$ cat config.mk
export PLATFORM = sky130hd
export DESIGN_NAME = crash_grid
export DESIGN_NICKNAME = d
export VERILOG_FILES = /design/src/rtl/crash_grid_pkg.sv /design/src/rtl/crash_grid_probe.sv /design/src/rtl/crash_grid.sv
export SDC_FILE = /design/constraint.sdc
export NUM_CORES = 1
export LEC_CHECK = 0
export CELL_PAD_IN_SITES_DETAIL_PLACEMENT = 1
export CELL_PAD_IN_SITES_GLOBAL_PLACEMENT = 1
export CORE_UTILIZATION = 44
export DETAILED_ROUTE_END_ITERATION = 10
export PLACE_DENSITY = 0.86
export SLEW_MARGIN = 20
export SYNTH_ARGS = -nofsm -noshare
export SYNTH_HDL_FRONTEND = slang
export SYNTH_SLANG_ARGS = --single-unit
$ cat constraint.sdc
create_clock -name clk -period 10.8 [get_ports clk]
set_clock_uncertainty 0.05 [all_clocks]
set_input_delay 2.16 -clock clk [delete_from_list [all_inputs] [get_ports clk]]
set_output_delay 2.16 -clock clk [all_outputs]
set_load 0.02 [all_outputs]
$ cat src/rtl/crash_grid_pkg.sv
// crash_grid shared definitions: check sequencer states, direction bit
// indices into the crash/hit vectors, default playfield geometry and a
// helper that sizes the block-map index.
package crash_pkg;

  typedef enum logic [2:0] {
    ST_IDLE  = 3'd0,
    ST_CHK_L = 3'd1,
    ST_CHK_R = 3'd2,
    ST_CHK_U = 3'd3,
    ST_CHK_D = 3'd4,
    ST_DONE  = 3'd5
  } state_e;

  // Bit positions inside the 4-bit {left, right, up, down} vectors.
  localparam int DIR_L = 3;
  localparam int DIR_R = 2;
  localparam int DIR_U = 1;
  localparam int DIR_D = 0;

  // Default geometry of the 640x480 playfield.
  localparam int DEF_COLS      = 20;
  localparam int DEF_ROWS      = 4;
  localparam int DEF_BLK_SHIFT = 5;
  localparam int DEF_BALL_R    = 10;
  localparam int DEF_PROBE_OFS = 26;
  localparam int DEF_SLD_HW    = 50;
  localparam int DEF_SLD_HH    = 20;
  localparam int DEF_SCR_W     = 640;
  localparam int DEF_SCR_H     = 480;
  localparam int DEF_SCORE_W   = 16;

  // Index width for an n-entry map; never narrower than one bit.
  function automatic int idx_width(input int n);
    return (n > 1) ? $clog2(n) : 1;
  endfunction

endpackage

$ cat src/rtl/crash_grid_probe.sv
// crash_probe: combinational probe-point generator. Offsets the ball centre
// by PROBE_OFS in the requested direction (11-bit two's complement), converts
// the point to a block column/row and returns the row-major map index plus a
// flag telling whether the point lies inside the block map.
module crash_probe
  import crash_pkg::*;
#(
  parameter int COLS      = DEF_COLS,
  parameter int ROWS      = DEF_ROWS,
  parameter int BLK_SHIFT = DEF_BLK_SHIFT,
  parameter int PROBE_OFS = DEF_PROBE_OFS,
  parameter int IDX_W     = idx_width(DEF_ROWS * DEF_COLS)
) (
  input  logic [9:0]       ball_x,
  input  logic [9:0]       ball_y,
  input  logic [1:0]       dir,
  output logic [IDX_W-1:0] idx,
  output logic             valid
);

  logic [10:0] px_s;
  logic [10:0] py_s;
  logic [10:0] col_s;
  logic [10:0] row_s;

  // Probe point, its block coordinates and the in-map decision.
  always_comb begin
    px_s = {1'b0, ball_x};
    py_s = {1'b0, ball_y};
    case (dir)
      2'(DIR_L): px_s = {1'b0, ball_x} - 11'(PROBE_OFS);
      2'(DIR_R): px_s = {1'b0, ball_x} + 11'(PROBE_OFS);
      2'(DIR_U): py_s = {1'b0, ball_y} - 11'(PROBE_OFS);
      2'(DIR_D): py_s = {1'b0, ball_y} + 11'(PROBE_OFS);
      default:   px_s = {1'b0, ball_x};
    endcase
    col_s = px_s >> BLK_SHIFT;
    row_s = py_s >> BLK_SHIFT;
    // Bit 10 set means the point went negative (off the left/top edge).
    valid = !px_s[10] && !py_s[10] &&
            (col_s < 11'(COLS)) && (row_s < 11'(ROWS));
    if (valid) begin
      idx = IDX_W'(row_s * 11'(COLS) + col_s);
    end else begin
      idx = {IDX_W{1'b0}};
    end
  end

endmodule

$ cat src/rtl/crash_grid.sv
// crash_grid: frame-strobed collision engine for the brick-breaker game.
// On iFrame (in IDLE) it latches ball/slider positions and wall/slider
// contacts, probes left, right, up, down on successive cycles clearing any
// block hit, then reports the per-direction crash flags with a oDone pulse.
// Optional macro CRASH_SCORE_EN enables the saturating score counter;
// without it oScore is tied to zero.
module crash_grid
  import crash_pkg::*;
#(
  parameter int COLS      = DEF_COLS,
  parameter int ROWS      = DEF_ROWS,
  parameter int BLK_SHIFT = DEF_BLK_SHIFT,
  parameter int BALL_R    = DEF_BALL_R,
  parameter int PROBE_OFS = DEF_PROBE_OFS,
  parameter int SLD_HW    = DEF_SLD_HW,
  parameter int SLD_HH    = DEF_SLD_HH,
  parameter int SCR_W     = DEF_SCR_W,
  parameter int SCR_H     = DEF_SCR_H,
  parameter int SCORE_W   = DEF_SCORE_W
) (
  input  logic                 clk,
  input  logic                 rst,
  input  logic                 iFrame,
  input  logic [9:0]           iBall_x,
  input  logic [9:0]           iBall_y,
  input  logic [9:0]           iSlider_x,
  input  logic [9:0]           iSlider_y,
  output logic [ROWS*COLS-1:0] oState_flag,
  output logic [3:0]           oCrash,
  output logic                 oDone,
  output logic                 oBusy,
  output logic [SCORE_W-1:0]   oScore,
  output logic                 oCleared
);

  localparam int MAP_W = ROWS * COLS;
  localparam int IDX_W = idx_width(MAP_W);

  state_e             state_r;
  logic [MAP_W-1:0]   map_r;
  logic [9:0]         bx_r;
  logic [9:0]         by_r;
  logic [3:0]         contact_r;
  logic [3:0]         hit_r;
  logic [3:0]         crash_r;
  logic               done_r;
  logic               busy_r;
  logic               cleared_r;

  logic [1:0]         probe_dir_s;
  logic               chk_s;
  logic [IDX_W-1:0]   probe_idx_s;
  logic               probe_valid_s;
  logic [MAP_W-1:0]   onehot_s;
  logic               hit_s;
  logic [3:0]         contact_s;
  logic [11:0]        x_s;
  logic [11:0]        y_s;
  logic [11:0]        sx_s;
  logic [11:0]        sy_s;
  logic               x_win_s;
  logic               y_win_s;

  crash_probe #(
    .COLS      (COLS),
    .ROWS      (ROWS),
    .BLK_SHIFT (BLK_SHIFT),
    .PROBE_OFS (PROBE_OFS),
    .IDX_W     (IDX_W)
  ) u_probe (
    .ball_x (bx_r),
    .ball_y (by_r),
    .dir    (probe_dir_s),
    .idx    (probe_idx_s),
    .valid  (probe_valid_s)
  );

  // Select the probe direction for the current check state.
  always_comb begin
    probe_dir_s = 2'(DIR_L);
    chk_s       = 1'b0;
    case (state_r)
      ST_CHK_L: begin probe_dir_s = 2'(DIR_L); chk_s = 1'b1; end
      ST_CHK_R: begin probe_dir_s = 2'(DIR_R); chk_s = 1'b1; end
      ST_CHK_U: begin probe_dir_s = 2'(DIR_U); chk_s = 1'b1; end
      ST_CHK_D: begin probe_dir_s = 2'(DIR_D); chk_s = 1'b1; end
      default:  begin probe_dir_s = 2'(DIR_L); chk_s = 1'b0; end
    endcase
  end

  // Block hit: valid probe landing on a block still present in the map.
  always_comb begin
    onehot_s = MAP_W'(1'b1) << probe_idx_s;
    hit_s    = chk_s && probe_valid_s && (|(map_r & onehot_s));
  end

  // Wall and slider contacts from the live inputs; all comparisons are
  // rearranged so both sides are sums and nothing can underflow.
  always_comb begin
    x_s  = {2'b00, iBall_x};
    y_s  = {2'b00, iBall_y};
    sx_s = {2'b00, iSlider_x};
    sy_s = {2'b00, iSlider_y};
    y_win_s = (sy_s + 12'(BALL_R) <= y_s + 12'(SLD_HH)) &&
              (y_s + 12'(BALL_R) <= sy_s + 12'(SLD_HH));
    x_win_s = (sx_s + 12'(BALL_R) <= x_s + 12'(SLD_HW)) &&
              (x_s + 12'(BALL_R) <= sx_s + 12'(SLD_HW));
    contact_s[DIR_L] = (x_s <= 12'(BALL_R)) ||
                       ((x_s == sx_s + 12'(SLD_HW + BALL_R)) && y_win_s);
    contact_s[DIR_R] = (x_s >= 12'(SCR_W - BALL_R)) ||
                       ((x_s + 12'(BALL_R + SLD_HW) == sx_s) && y_win_s);
    contact_s[DIR_U] = (y_s <= 12'(BALL_R)) ||
                       ((y_s == sy_s + 12'(SLD_HH + BALL_R)) && x_win_s);
    contact_s[DIR_D] = (y_s >= 12'(SCR_H - BALL_R)) ||
                       ((y_s + 12'(BALL_R + SLD_HH) == sy_s) && x_win_s);
  end

  // Check sequencer: capture, four probe cycles, report, back to idle.
  always_ff @(posedge clk) begin
    if (!rst) begin
      state_r   <= ST_IDLE;
      map_r     <= {MAP_W{1'b1}};
      bx_r      <= 10'd0;
      by_r      <= 10'd0;
      contact_r <= 4'd0;
      hit_r     <= 4'd0;
      crash_r   <= 4'd0;
      done_r    <= 1'b0;
      busy_r    <= 1'b0;
    end else begin
      done_r <= 1'b0;
      case (state_r)
        ST_IDLE: begin
          if (iFrame) begin
            bx_r      <= iBall_x;
            by_r      <= iBall_y;
            contact_r <= contact_s;
            hit_r     <= 4'd0;
            busy_r    <= 1'b1;
            state_r   <= ST_CHK_L;
          end
        end
        ST_CHK_L, ST_CHK_R, ST_CHK_U, ST_CHK_D: begin
          if (hit_s) begin
            map_r              <= map_r & ~onehot_s;
            hit_r[probe_dir_s] <= 1'b1;
          end
          case (state_r)
            ST_CHK_L: state_r <= ST_CHK_R;
            ST_CHK_R: state_r <= ST_CHK_U;
            ST_CHK_U: state_r <= ST_CHK_D;
            default:  state_r <= ST_DONE;
          endcase
        end
        ST_DONE: begin
          crash_r <= contact_r | hit_r;
          done_r  <= 1'b1;
          busy_r  <= 1'b0;
          state_r <= ST_IDLE;
        end
        default: begin
          busy_r  <= 1'b0;
          state_r <= ST_IDLE;
        end
      endcase
    end
  end

  // Sticky board-cleared flag, one cycle behind the map going empty.
  always_ff @(posedge clk) begin
    if (!rst) begin
      cleared_r <= 1'b0;
    end else begin
      cleared_r <= cleared_r | (map_r == {MAP_W{1'b0}});
    end
  end

`ifdef CRASH_SCORE_EN
  logic [SCORE_W-1:0] score_r;

  // Saturating count of destroyed blocks.
  always_ff @(posedge clk) begin
    if (!rst) begin
      score_r <= {SCORE_W{1'b0}};
    end else if (hit_s && (score_r != {SCORE_W{1'b1}})) begin
      score_r <= score_r + SCORE_W'(1);
    end
  end

  assign oScore = score_r;
`else
  assign oScore = {SCORE_W{1'b0}};
`endif

  assign oState_flag = map_r;
  assign oCrash      = crash_r;
  assign oDone       = done_r;
  assign oBusy       = busy_r;
  assign oCleared    = cleared_r;

endmodule

======== Word level (Yosys, flattened, before mapping) ========
Cells that the tools add are included.
word-level totals
  register bits ........................... 118
  latch bits .............................. 0
  memory bits (writable) .................. 0
  ROM bits ................................ 0
  bits of input ports ..................... 43
  memories kept ........................... 0
operators by class
  add/sub/neg operators ................... 17
  multipliers ............................. 1
  divide/modulo/power cells ............... 0
  order comparisons ....................... 12
  equality and inequality tests ........... 14
  shift operators ......................... 1
  mux-type cells .......................... 16
  bitwise gates (word level) .............. 7
  reduce and logical (&&, ||, !) cells .... 28
operators by type and width
  operator                                                                               count
  80-bit AND                                                                             2
  80-bit logical NOT                                                                     1
  80-bit NOT                                                                             1
  80-bit OR reduction                                                                    1
  1-bit by 7-bit left shift with 80-bit output (first input constant)                    1
  10-bit by 5-bit adder with 11-bit output (second input constant)                       6
  10-bit by 4-bit adder with 11-bit output (second input constant)                       4
  10-bit by 6-bit adder with 11-bit output (second input constant)                       4
  11-bit <= comparator                                                                   4
  11-bit one-hot mux with 2 select lines                                                 2
  10-bit by 11-bit equality test with 1-bit output                                       2
  11-bit by 10-bit equality test with 1-bit output                                       2
  10-bit by 5-bit subtractor with 11-bit output (second input constant)                  2
  10-bit by 4-bit <= comparator with 1-bit output (second input constant)                2
  1-bit logical AND                                                                      12
  10-bit greater-or-equal comparator (second input constant)                             1
  10-bit by 9-bit greater-or-equal comparator with 1-bit output (second input constant)  1
  3-bit one-hot mux with 3 select lines                                                  1
  4-bit 2-to-1 mux                                                                       2
  4-bit OR                                                                               2
  4-bit one-hot mux with 2 select lines                                                  1
  7-bit by 6-bit adder with 7-bit output                                                 1
  7-bit 2-to-1 mux                                                                       1
  3-bit by 2-bit equality test with 1-bit output (second input constant)                 2
  other kinds (27)                                                                       38

======== Depth between registers and ports, before layout ========
Gate-level depths: netlist of run 1.
  depth in word-level cells ............... 15
  gate-level depth with buffers ........... 24
  gate-level depth less buffers ........... 20

======== Modules after synthesis ========
A second synthesis of run 1 with hierarchy kept.
unflattened totals
  cell total of the unflattened synthesis .. 1292
  area, all modules ....................... 9857.0 µm²
by module, submodules not included
  module       instances  cells an instance  area an instance (µm²)  seq. area each (µm²)
  crash_grid   1          1128               8693.3                  2362.3
  crash_probe  1          164                1163.6                  0.0

======== Worst setup path after synthesis of run 1 ========
No wires, ideal clock.
  path kind ............................... reg-to-reg
  from .................................... reg state_r[1]
  to ...................................... reg map_r[17], in the netlist oState_flag[17]
  arrival time ............................ 5.003 ns
  required time ........................... 10.676 ns
  slack ................................... 5.673 ns
  cell stages (with the launch flop) ...... 23
  buffers on the path ..................... 5
  path through ............................ dfxtp_1 > clkbuf_1 > or3b_2 > inv_1 > ha_1 > a21oi_1 > o211ai_1 > o21a_1 > a21o_1 > o21ai_0 > ha_1 > a21o_1 > a21oi_1 > xor2_1 > clkbuf_1 > buf_1 > o32ai_1 > o31ai_1 > and3_1 > nand3_2 > buf_6 > buf_6 > a31oi_1
on the way
  longest elaborated chain between the ends .. 14
  elaborated cells on any way between the ends .. 31
  those cells by class .................... add/sub (1); mul (1); order compare (2); eq/ne (7); shift (1); mux (5); bitwise (3); reduce/logical (11)
ends and longest elaborated chain
  what                                                                                             line               RTL
  from (decl)                                                                                      crash_grid.sv:39   state_e state_r;
  from (signal assigned)                                                                           crash_grid.sv:121  state_r <= ST_IDLE;
  from (signal assigned)                                                                           crash_grid.sv:140  state_r <= ST_CHK_L;
  from (signal assigned)                                                                           crash_grid.sv:149  ST_CHK_L: state_r <= ST_CHK_R;
  parallel branches: the longest is 14 deep, another holds 7-bit by 6-bit adder with 7-bit output  n/a
  to (signal assigned)                                                                             crash_grid.sv:122  map_r <= {MAP_W{1'b1}};
  to (signal assigned)                                                                             crash_grid.sv:145  map_r <= map_r & ~onehot_s;
  to (decl)                                                                                        crash_grid.sv:40   logic [MAP_W-1:0] map_r;
Several ways; the timed one is not identified.
A chain may end at the register's enable or synchronous reset.

======== Worst setup path after layout of run 1 ========
  from .................................... reg state_r[2]
  to ...................................... reg map_r[48], in the netlist oState_flag[48]
Same word-level chain as after synthesis.

==> results of run 1 <==
[worst reg2reg max path, delay by kind of cell, from the launching register on]
kind	cells	cell delay, ns
buffers and inverters	1	0.64
XOR/XNOR	2	1.11
adder cells (fa/ha/maj)	4	1.40
flip-flops	1	0.57
AND/OR/NAND/NOR	6	1.81
AO/OA/AOI/OAI	6	1.30
[cells in the mapped netlist, types with 6 or more instances]
cell type	number	area [um2]
a2111oi_0	9	78.8
a211o_1	8	70.1
a211oi_1	17	128
a21o_1	6	45.0
a21oi_1	75	375
a31oi_1	28	175
a32oi_1	53	464
and2_1	7	43.8
and3_1	12	75.1
and4_1	8	70.1
buf_1	8	30.0
buf_2	15	75.1
buf_4	16	120
clkbuf_1	61	229
dfxtp_1	116	2320
ha_1	89	1110
inv_1	87	327
mux2i_1	10	100
nand2_1	118	443
nand2b_1	9	56.3
nand3_1	42	210
nand4_1	28	175
nor2_1	118	443
nor2b_1	8	50.1
nor3_1	28	140
nor4_1	38	238
o2111ai_1	11	96.3
o211ai_1	11	82.6
o21a_1	25	188
o21ai_0	37	185
o22ai_1	6	37.5
o31ai_1	7	52.6
xnor2_1	57	499
xor2_1	40	350
[path summary, 6_finish.rpt]
kind / to / slack [ns] / depth (start not counted)
min: by_r[2] / 0.42 / 2
min reg2reg: by_r[2] / 0.42 / 2
max reg2reg: oState_flag[48] / 3.77 / 19
max: oState_flag[48] / 3.77 / 19
[kinds of logic (layout without fill, tap and decap cells)]
logic type,count (synthesis),after routing,share of synthesized area [%]
DFF,116,116,23.3
AOI/OAI and AO/OA,343,343,24.2
buffers and inverters,191,266,8.15
adders and majority gates,90,90,11.4
muxes,15,15,1.68
and+or+nand+nor,446,446,22.1
xor gates and xnor gates,99,99,9.02
other,1,16,0.0377
[flip-flops by register name, summed over array words and instances (netlist names)]
register     flops
bx_r             9
state_r          3
oState_flag     80
by_r             9
oCrash           4
oBusy            1
hit_r            4
oCleared         1
oDone            1
contact_r        4
[cell type report]
type	instances	area (um2)	area share [%]
Clock buffer	17	425	3.57
Clock inverter	14	156	1.31
Inverter	89	334	2.81
Multi-Input combinational cell	1009	6900	58.0
Sequential cell	116	2320	19.5
Tap cell	280	350	2.94
Timing Repair Buffer	146	1410	11.9
[per-layer routing]
metal / global-route usage (%) / wire, um / vias up
met3: 5.72 / 2530 / 120
met5: 0 / 0 / -
met1: 41.6 / 16500 / 5283
met4: 16.8 / 1670 / 0
li1: - / - / 4914
met2: 57.2 / 18800 / 515
[power by group]
part	leakage (nW)	total [mW]	switching, mW	internal (mW)
Sequential	0.941	0.449	0.0118	0.437
Clock	0.278	0.573	0.232	0.341
Combinational	3.75	1.07	0.741	0.332
Total	4.97	2.10	0.985	1.11
[metrics by stage]
| stage | hold slack [ns] | util (%) | power [mW] | std cells |
|---|---|---|---|---|
| global placement | 0.403 | 51.3 | 1.46 | 1640 |
| finish | 0.422 | 54.0 | 2.10 | 1671 |
| CTS | 0.423 | 54.0 | 2.05 | 1671 |
| global route | 0.455 | 54.0 | 2.17 | 1671 |
| detailed placement | 0.413 | 51.3 | 1.48 | 1640 |
| floorplan | 0.391 | - | 1.17 | 1316 |
==> impl_metrics.py, run 1 <==
metrics = {
    "clock_network": {
        "cts_tree": "done",
        "cts_hold_buf": 0,
        "post-cts-setup-buffer-count": 0,
        "cts_sinks": 116,
        "postCtsResizedCells": 0,
        "cts_root_buffer": "clkbuf_16",
        "cts.clk_slew.worst_paths_ns": 0.06,
        "clock_path_buffers": 2,
        "cts_buffers": 17,
        "h-tree-depth": 4,
        "clkLatencyLatePin_ns": 0.44,
    },
    "critical_path": {
        "cp_max_fo": 74,
        "critPathArrivalTime_ns": 7.25,
        "critPathKind": "reg -> reg",
        "setup.worst_path.end_class": "flop",
        "path_buf_inv": 1,
        "critical_path_required_ns": 11.01,
        "cp_slowest_cell": "or3b_1",
        "worstSetupStartpointType": "flop",
        "crit_top_cell": "ha_1",
        "crit_chain": "or3b_1 > ha_1 > a211o_1 > nand3_1 > a21oi_1 > o31ai_1 > o21ai_0 > ha_1 > ha_1 > ha_1 > a21oi_1 > xnor2_1 > xor3_2 > nor2_1 > nand4_1 > and4_1 > nand3_2 > buf_4 > a32oi_1",
        "critPathLaunch": "state_r[2]",
        "reg2reg_from": "state_r[2]",
        "critical_path.max_stage_delay_ns": 0.68,
        "crit_family": "simple AND/OR/NAND/NOR gates",
    },
    "placed_design": {
        "gp_congestion": 0.990,
        "dp_hpwl_um": 29400,
        "io_buffers": 129,
        "placed_area_um2": 11300,
        "dp_slack_ns": 3.93,
    },
    "sta": {
        "hold_violations": 0,
        "period_share_pct": 65.1,
        "min_period_ns": 7.03,
        "setup_slack_ns": 3.77,
        "slew_violations": 0,
        "tightestPinTransition_ns": 1.01,
        "rsz0062_at_grt": "no",
        "slew_headroom_pct": 32.0,
        "setup_viol": 0,
        "finalSetupTns_ns": 0,
        "fmax_mhz": 142,
    },
    "floorplan": {
        "num_rows": 54,
        "die_y_um": 152,
        "ioPinCount": 146,
        "die_w_um": 152,
        "core_area_um2": 22000,
        "dieArea_um2": 23200,
        "start_util_pct": 45.2,
    },
    "global_routing": {
        "grt_max_degree": 75,
        "grt_pass1_wl_um": 62100,
        "antenna_found_initial": 1,
        "grt_usage_pct": 33.9,
        "overflow": 0,
        "grt_pass1_vias": 10918,
    },
    "synth": {
        "yosysWarnings": 0,
        "synth-main-ff-cell": "dfxtp_1",
        "syn_inst": 1301,
        "ys_types": 85,
        "synthesis.area_um2": 9950,
        "syn_area_per_cell_um2": 7.65,
        "ys_seq_elements": 116,
        "yosysSeqAreaShare_pct": 23.3,
        "synth_enable_flop_cells": 0,
        "async_flop_share_pct": 0,
    },
    "outcome": {
        "status": "complete, but fails checks",
        "violations": "DRC",
    },
    "route": {
        "drt_iter0_markers": 813,
        "first_pass_iters": 8,
        "routed_via_density": 6.48,
        "drt_wl_total_um": 39500,
        "drc_errors": 8,
        "vias": 10832,
        "wl_per_cell_um": 23.6,
        "drtAntennaViolNets": 0,
    },
    "final_layout": {
        "drive_gt1_share_pct": 5.39,
        "most-common-layout-cells": "clkdlybuf4s50_1, nand2_1, nor2_1, dfxtp_1, ha_1",
        "n_fill_cell": 2730,
        "fin_nets": 1512,
        "antenna_cells": 0,
        "mostFrequentLayoutCell": "clkdlybuf4s50_1",
        "area_delta_synth_final_pct": 19.6,
        "fin_area_um2": 11900,
    },
    "power_and_ir_drop": {
        "cellLeakagePower_nw": 4.97,
        "peakVddDrop_mv": 0.129,
        "p_per_area_nw_per_um2": 176,
    },
    "flow_run": {
        "maxCapViolations": 0,
    },
    "hold_path": {
        "hp-class": "reg -> reg",
        "hold_start": "by_r[2]",
    },
}
Power figures use the tool's default switching activity.
==> run 2: changes to the inputs <==
--- a/config.mk
+++ b/config.mk
@@ -7,9 +7,9 @@
 export LEC_CHECK = 0
 export CELL_PAD_IN_SITES_DETAIL_PLACEMENT = 1
 export CELL_PAD_IN_SITES_GLOBAL_PLACEMENT = 1
-export CORE_UTILIZATION = 44
+export CORE_UTILIZATION = 37
 export DETAILED_ROUTE_END_ITERATION = 10
-export PLACE_DENSITY = 0.86
+export PLACE_DENSITY = 0.77
 export SLEW_MARGIN = 20
 export SYNTH_ARGS = -nofsm -noshare
 export SYNTH_HDL_FRONTEND = slang
==> constraint.sdc (replaced) <==
create_clock -name clk -period 5.7 [get_ports clk]
set_clock_uncertainty 0.05 [all_clocks]
set_input_delay 1.14 -clock clk [delete_from_list [all_inputs] [get_ports clk]]
set_output_delay 1.14 -clock clk [all_outputs]
set_load 0.02 [all_outputs]
==> run 2 against run 1 <==
Net effect:
- the flow still finishes with violations (DRC)
- largest cell class unchanged
- cell count increased by 5.6%
- routed wire length grew 4.2%
- die area rose by 19%
- fmax up 30%
- combinational power grew 120%
- final area is 3.4% higher
- first-iteration DRC count grew 15%
- global-route usage decreased by 3.9 points
- via count decreased by 0.19%
==> impl_metrics.py, run 2 (synthesis results as in run 1) <==
metrics = {
    "final_layout": {
        "fin_nets": 1550,
        "drive_gt1_share_pct": 8.25,
        "area_delta_synth_final_pct": 23.7,
        "most-common-layout-cells": "clkdlybuf4s50_1, nand2_1, nor2_1, dfxtp_1, ha_1",
        "multiInputGateArea_um2": 6920,
        "mostFrequentLayoutCell": "clkdlybuf4s50_1",
        "antenna_cells": 0,
        "n_fill_cell": 3214,
        "largest_reg_flops": 80,
        "seq_area_um2": 2320,
    },
    "clock_network": {
        "cts_buffers": 17,
        "cts.clk_slew.worst_paths_ns": 0.06,
        "cts_hold_buf": 0,
        "cts_sinks": 116,
        "cts_tree": "done",
        "clock_path_buffers": 2,
        "clkLatencyLatePin_ns": 0.43,
        "cts_root_buffer": "clkbuf_16",
        "h-tree-depth": 4,
    },
    "placed_design": {
        "dp_hpwl_um": 30800,
        "io_buffers": 129,
        "gp_congestion": 1.02,
    },
    "floorplan": {
        "die_y_um": 166,
        "num_rows": 59,
        "die_w_um": 166,
        "dieArea_um2": 27600,
        "start_util_pct": 38.0,
        "core_area_um2": 26200,
        "ioPinCount": 146,
    },
    "outcome": {
        "violations": "DRC",
        "status": "complete, but fails checks",
    },
    "route": {
        "met3WireLength_um": 2210,
        "drc_errors": 10,
        "first_pass_iters": 10,
        "wl_met1_um": 17600,
        "routed_via_density": 6.13,
        "met2_length_um": 19900,
        "drt_iter0_markers": 933,
        "vias": 10811,
        "wl_per_cell_um": 23.3,
        "drtAntennaViolNets": 0,
        "top_layer": "met4",
        "drt_wl_total_um": 41200,
    },
    "power_and_ir_drop": {
        "power_frac_clock_pct": 24.4,
        "peakVddDrop_mv": 0.267,
        "p_sw_mw": 1.97,
        "p_int_mw": 2.27,
        "p_sw_share_pct": 46.6,
        "p_total_mw": 4.24,
        "p_seq_share_pct": 20.0,
        "p_per_area_nw_per_um2": 345,
        "pwr-share-comb_pct": 55.6,
        "cellLeakagePower_nw": 5.17,
    },
    "sta": {
        "period_share_pct": 95.1,
        "hold_violations": 0,
        "finalSetupTns_ns": 0,
        "fmax_mhz": 185,
        "setup_viol": 0,
        "slew_headroom_pct": 42.0,
        "min_period_ns": 5.42,
        "slew_violations": 0,
        "rsz0062_at_grt": "no",
        "tightestPinTransition_ns": 0.866,
    },
    "critical_path": {
        "critPathLaunch": "state_r[1]",
        "critPathArrivalTime_ns": 5.70,
        "critical_path_required_ns": 5.98,
        "critPathKind": "reg -> reg",
        "cp_max_fo": 36,
        "worstSetupStartpointType": "flop",
        "setup.worst_path.end_class": "flop",
        "reg2reg_from": "state_r[1]",
    },
    "hold_path": {
        "hold_start": "by_r[4]",
        "hp-class": "reg -> reg",
    },
    "flow_run": {
        "maxCapViolations": 0,
    },
    "global_routing": {
        "grt_usage_pct": 30.0,
        "grt_pass1_vias": 11028,
        "overflow": 0,
        "antenna_found_initial": 0,
        "grt_max_degree": 73,
        "grt_pass1_wl_um": 64900,
    },
}
-- run 2: layout make-up --
type,instances,share of cell area [%]
Clock buffer,19,3.60
Clock inverter,13,0.925
Inverter,89,2.71
Multi-Input combinational cell,1009,56.2
Sequential cell,116,18.9
Tap cell,335,3.41
Timing Repair Buffer,184,14.3
-- run 2: what timing repair did --
action | CTS | global route
cloned | 0 | 1
resized for setup | 1 | 9
endpoints found under the setup margin | 2 | 84
buffers inserted | 0 | 0
-- run 2: worst paths after layout --
kind | endpoint | slack [ns] | cells after the start
max | oState_flag[24] | 0.28 | 22
max reg2reg | oState_flag[24] | 0.28 | 22
min reg2reg | by_r[4] | 0.42 | 2
min | by_r[4] | 0.42 | 2
-- run 2: worst max-delay path, stage by stage (launching register included) --
cell       delay (ns)
dfxtp_1          0.35
or3b_4           0.47
inv_1            0.13
ha_1             0.29
a21oi_2          0.27
o211ai_1         0.11
o21a_1           0.22
o311a_1          0.33
a21o_1           0.17
ha_1             0.38
xnor2_1          0.19
buf_4            0.20
and2_1           0.19
o21ai_1          0.21
buf_4            0.22
nor2_1           0.07
nor4_1           0.38
buf_4            0.19
o2bb2ai_1        0.06
a21oi_1          0.19
nand3_2          0.19
buf_12           0.23
a32oi_1          0.23
-- run 2: power groups by stage --
stage | combinational (mW) | clock, mW | sequential, mW
final | 2.36 | 1.03 | 0.847
after global routing | 2.50 | 1.08 | 0.849
after CTS | 2.25 | 1.04 | 0.846
after detailed placement | 2.24 | 0 | 0.864
after global placement | 2.22 | 0 | 0.863
after floorplan | 1.36 | 0 | 0.860
-- run 2: through the flow --
step                cell area, um2  utilization, %  hold WS [ns]  instances  worst slack (ns)
global route                 12300            47.0         0.444       1765           0.00863
finish                       12300            47.0         0.415       1765             0.281
CTS                          12200            46.7         0.417       1764            0.0898
floorplan                    10000               -         0.391       1316             0.573
global placement             11700            44.6         0.405       1732             0.323
detailed placement           11700            44.6         0.407       1732             0.140
-- run 2: per-layer routing --
| metal | vias to the layer above | track usage (%) |
|---|---|---|
| li1 | 4984 | - |
| met3 | 106 | 3.79 |
| met5 | - | 0 |
| met2 | 414 | 51.6 |
| met4 | 0 | 11.3 |
| met1 | 5307 | 38.0 |
==> run 3: changes to the inputs <==
--- a/config.mk
+++ b/config.mk
@@ -5,11 +5,13 @@
 export SDC_FILE = /design/constraint.sdc
 export NUM_CORES = 1
 export LEC_CHECK = 0
-export CELL_PAD_IN_SITES_DETAIL_PLACEMENT = 1
+export CELL_PAD_IN_SITES_DETAIL_PLACEMENT = 0
 export CELL_PAD_IN_SITES_GLOBAL_PLACEMENT = 1
 export CORE_UTILIZATION = 37
 export DETAILED_ROUTE_END_ITERATION = 10
+export HOLD_SLACK_MARGIN = 0.05
 export PLACE_DENSITY = 0.77
+export SETUP_SLACK_MARGIN = 0.5
 export SLEW_MARGIN = 20
 export SYNTH_ARGS = -nofsm -noshare
 export SYNTH_HDL_FRONTEND = slang
==> run 3 against run 2 <==
Net effect:
- the flow still finishes with violations (DRC)
- worst hold slack got worse by 0.0037 ns
- first-iteration DRC count fell by 0.64%
- register-to-register slack improved by 0.35 ns
- sequential share of layout area fell by 0.61 points
- routed wire length fell by 5.0%
- via count fell by 0.96%
- flip-flop and latch count did not move
- critical path depth fell by 1
- combinational power rose by 10%
- clock power barely moved
- critical endpoint is now oState_flag[44]
- highest routed layer unchanged
==> impl_metrics.py, run 3 (synthesis results as in run 1) <==
metrics = {
    "floorplan": {
        "die_w_um": 166,
        "core_area_um2": 26200,
        "num_rows": 59,
        "start_util_pct": 38.0,
        "dieArea_um2": 27600,
        "ioPinCount": 146,
        "die_y_um": 166,
    },
    "sta": {
        "finalSetupTns_ns": 0,
        "rsz0062_at_grt": "yes",
        "hold_violations": 0,
        "slew_violations": 0,
        "fmax_mhz": 197,
        "setup_viol": 0,
        "min_period_ns": 5.06,
        "slew_headroom_pct": 36.3,
        "holdWs_ns": 0.411,
        "period_share_pct": 88.9,
        "setup_slack_ns": 0.635,
        "tightestPinTransition_ns": 0.952,
    },
    "route": {
        "drtAntennaViolNets": 0,
        "routed_via_density": 6.03,
        "first_pass_iters": 8,
        "drt_wl_total_um": 39100,
        "vias": 10707,
        "drc_errors": 10,
        "wl_per_cell_um": 22.0,
        "drt_iter0_markers": 927,
    },
    "clock_network": {
        "h-tree-depth": 4,
        "cts_root_buffer": "clkbuf_16",
        "cts_buffers": 17,
        "clock_path_buffers": 2,
        "cts_hold_buf": 0,
        "cts_sinks": 116,
        "clkLatencyLatePin_ns": 0.44,
        "cts_tree": "done",
        "cts.clk_slew.worst_paths_ns": 0.06,
    },
    "critical_path": {
        "cp_max_fo": 36,
        "worstSetupStartpointType": "flop",
        "critPathKind": "reg -> reg",
        "setup.worst_path.end_class": "flop",
        "critical_path_required_ns": 6.00,
        "critPathArrivalTime_ns": 5.36,
    },
    "placed_design": {
        "gp_congestion": 1.02,
        "dp_hpwl_um": 28600,
        "io_buffers": 129,
        "dp_slack_ns": 0.241,
    },
    "final_layout": {
        "drive_gt1_share_pct": 12.1,
        "fin_nets": 1562,
        "area_delta_synth_final_pct": 28.0,
        "mostFrequentLayoutCell": "clkdlybuf4s50_1",
        "antenna_cells": 0,
        "most-common-layout-cells": "clkdlybuf4s50_1, nor2_1, nand2_1, dfxtp_1, inv_1",
        "largest_reg_flops": 80,
    },
    "power_and_ir_drop": {
        "cellLeakagePower_nw": 5.29,
        "p_per_area_nw_per_um2": 352,
        "p_total_mw": 4.48,
        "peakVddDrop_mv": 0.243,
    },
    "flow_run": {
        "maxCapViolations": 0,
    },
    "global_routing": {
        "grt_pass1_wl_um": 59500,
        "grt_pass1_vias": 10005,
        "antenna_found_initial": 0,
        "overflow": 0,
        "grt_max_degree": 47,
        "grt_usage_pct": 27.5,
    },
    "hold_path": {
        "hp-class": "reg -> reg",
    },
    "outcome": {
        "status": "complete, but fails checks",
        "violations": "DRC",
    },
}
run 3: cell types whose count changed in the layout (fill, tap and decap cells not counted), moves of 3 or more:
cell,delta
a32oi_1,-3
buf_4,+7
nand2_1,-3
a21oi_2,+6
a2111oi_0,-3
a21oi_1,-7
a32oi_2,+3
nand2_2,+3
ha_4,+7
ha_1,-8
run 3: area by class of cell:
type | count | area, um2
inverter | 89 | 337
timing repair buffer | 196 | 1900
multi-input combinational | 1009 | 7190
fill | 2610 | 13500
clock inverter | 13 | 116
clock buffer | 19 | 443
tap | 335 | 419
sequential | 116 | 2320
run 3: path summary, 6_finish.rpt:
kind                            depth (start not counted)       start  slack [ns]         endpoint
worst max-delay path                                   21  state_r[0]        0.64  oState_flag[44]
worst min-delay path                                    2     bx_r[4]        0.41          bx_r[4]
worst max register to register                         21  state_r[0]        0.64  oState_flag[44]
worst min register to register                          2     bx_r[4]        0.41          bx_r[4]
run 3: power breakdown:
part	total [mW]	internal, mW	switching, mW
logic	2.60	1.02	1.58
registers	0.848	0.829	0.0189
clock network	1.03	0.582	0.451
total	4.48	2.43	2.05
run 3: timing repair:
| action | CTS | global route |
|---|---|---|
| setup buffers | 0 | 8 |
| setup endpoints to repair | 84 | 84 |
| pin swaps | 1 | 9 |
| gates resized for setup | 22 | 47 |
| cloned | 1 | 4 |
run 3: worst max-delay path: stages, from the launching register on:
cell      delay, ns
dfxtp_1        0.32
or3b_4         0.41
buf_4          0.22
ha_4           0.32
a21oi_2        0.08
nand2b_1       0.14
mux2_2         0.26
o211a_2        0.15
ha_1           0.33
ha_4           0.34
xnor2_2        0.13
buf_4          0.19
buf_2          0.21
o21ai_0        0.09
a22o_1         0.18
a22oi_1        0.18
a211oi_2       0.13
o31ai_2        0.28
and3_2         0.27
nand3_4        0.22
buf_16         0.27
a32oi_1        0.19
run 3: stage by stage:
| step | std cells | utilization (%) | area [um2] |
|---|---|---|---|
| after CTS | 1765 | 47.2 | 12400 |
| after floorplan | 1316 | - | 10000 |
| after global routing | 1777 | 48.6 | 12700 |
| after detailed placement | 1732 | 44.6 | 11700 |
| after global placement | 1732 | 44.6 | 11700 |
| final | 1777 | 48.6 | 12700 |
run 3: metal layers:
layer  GRT usage [%]  share of wire (%)  up-vias
met4            11.6                3.7        0
met5               0                  0        -
met1            35.8                 43     5139
li1                -                  -     5023
met2            45.5                 46      450
met3            3.81                6.9       95
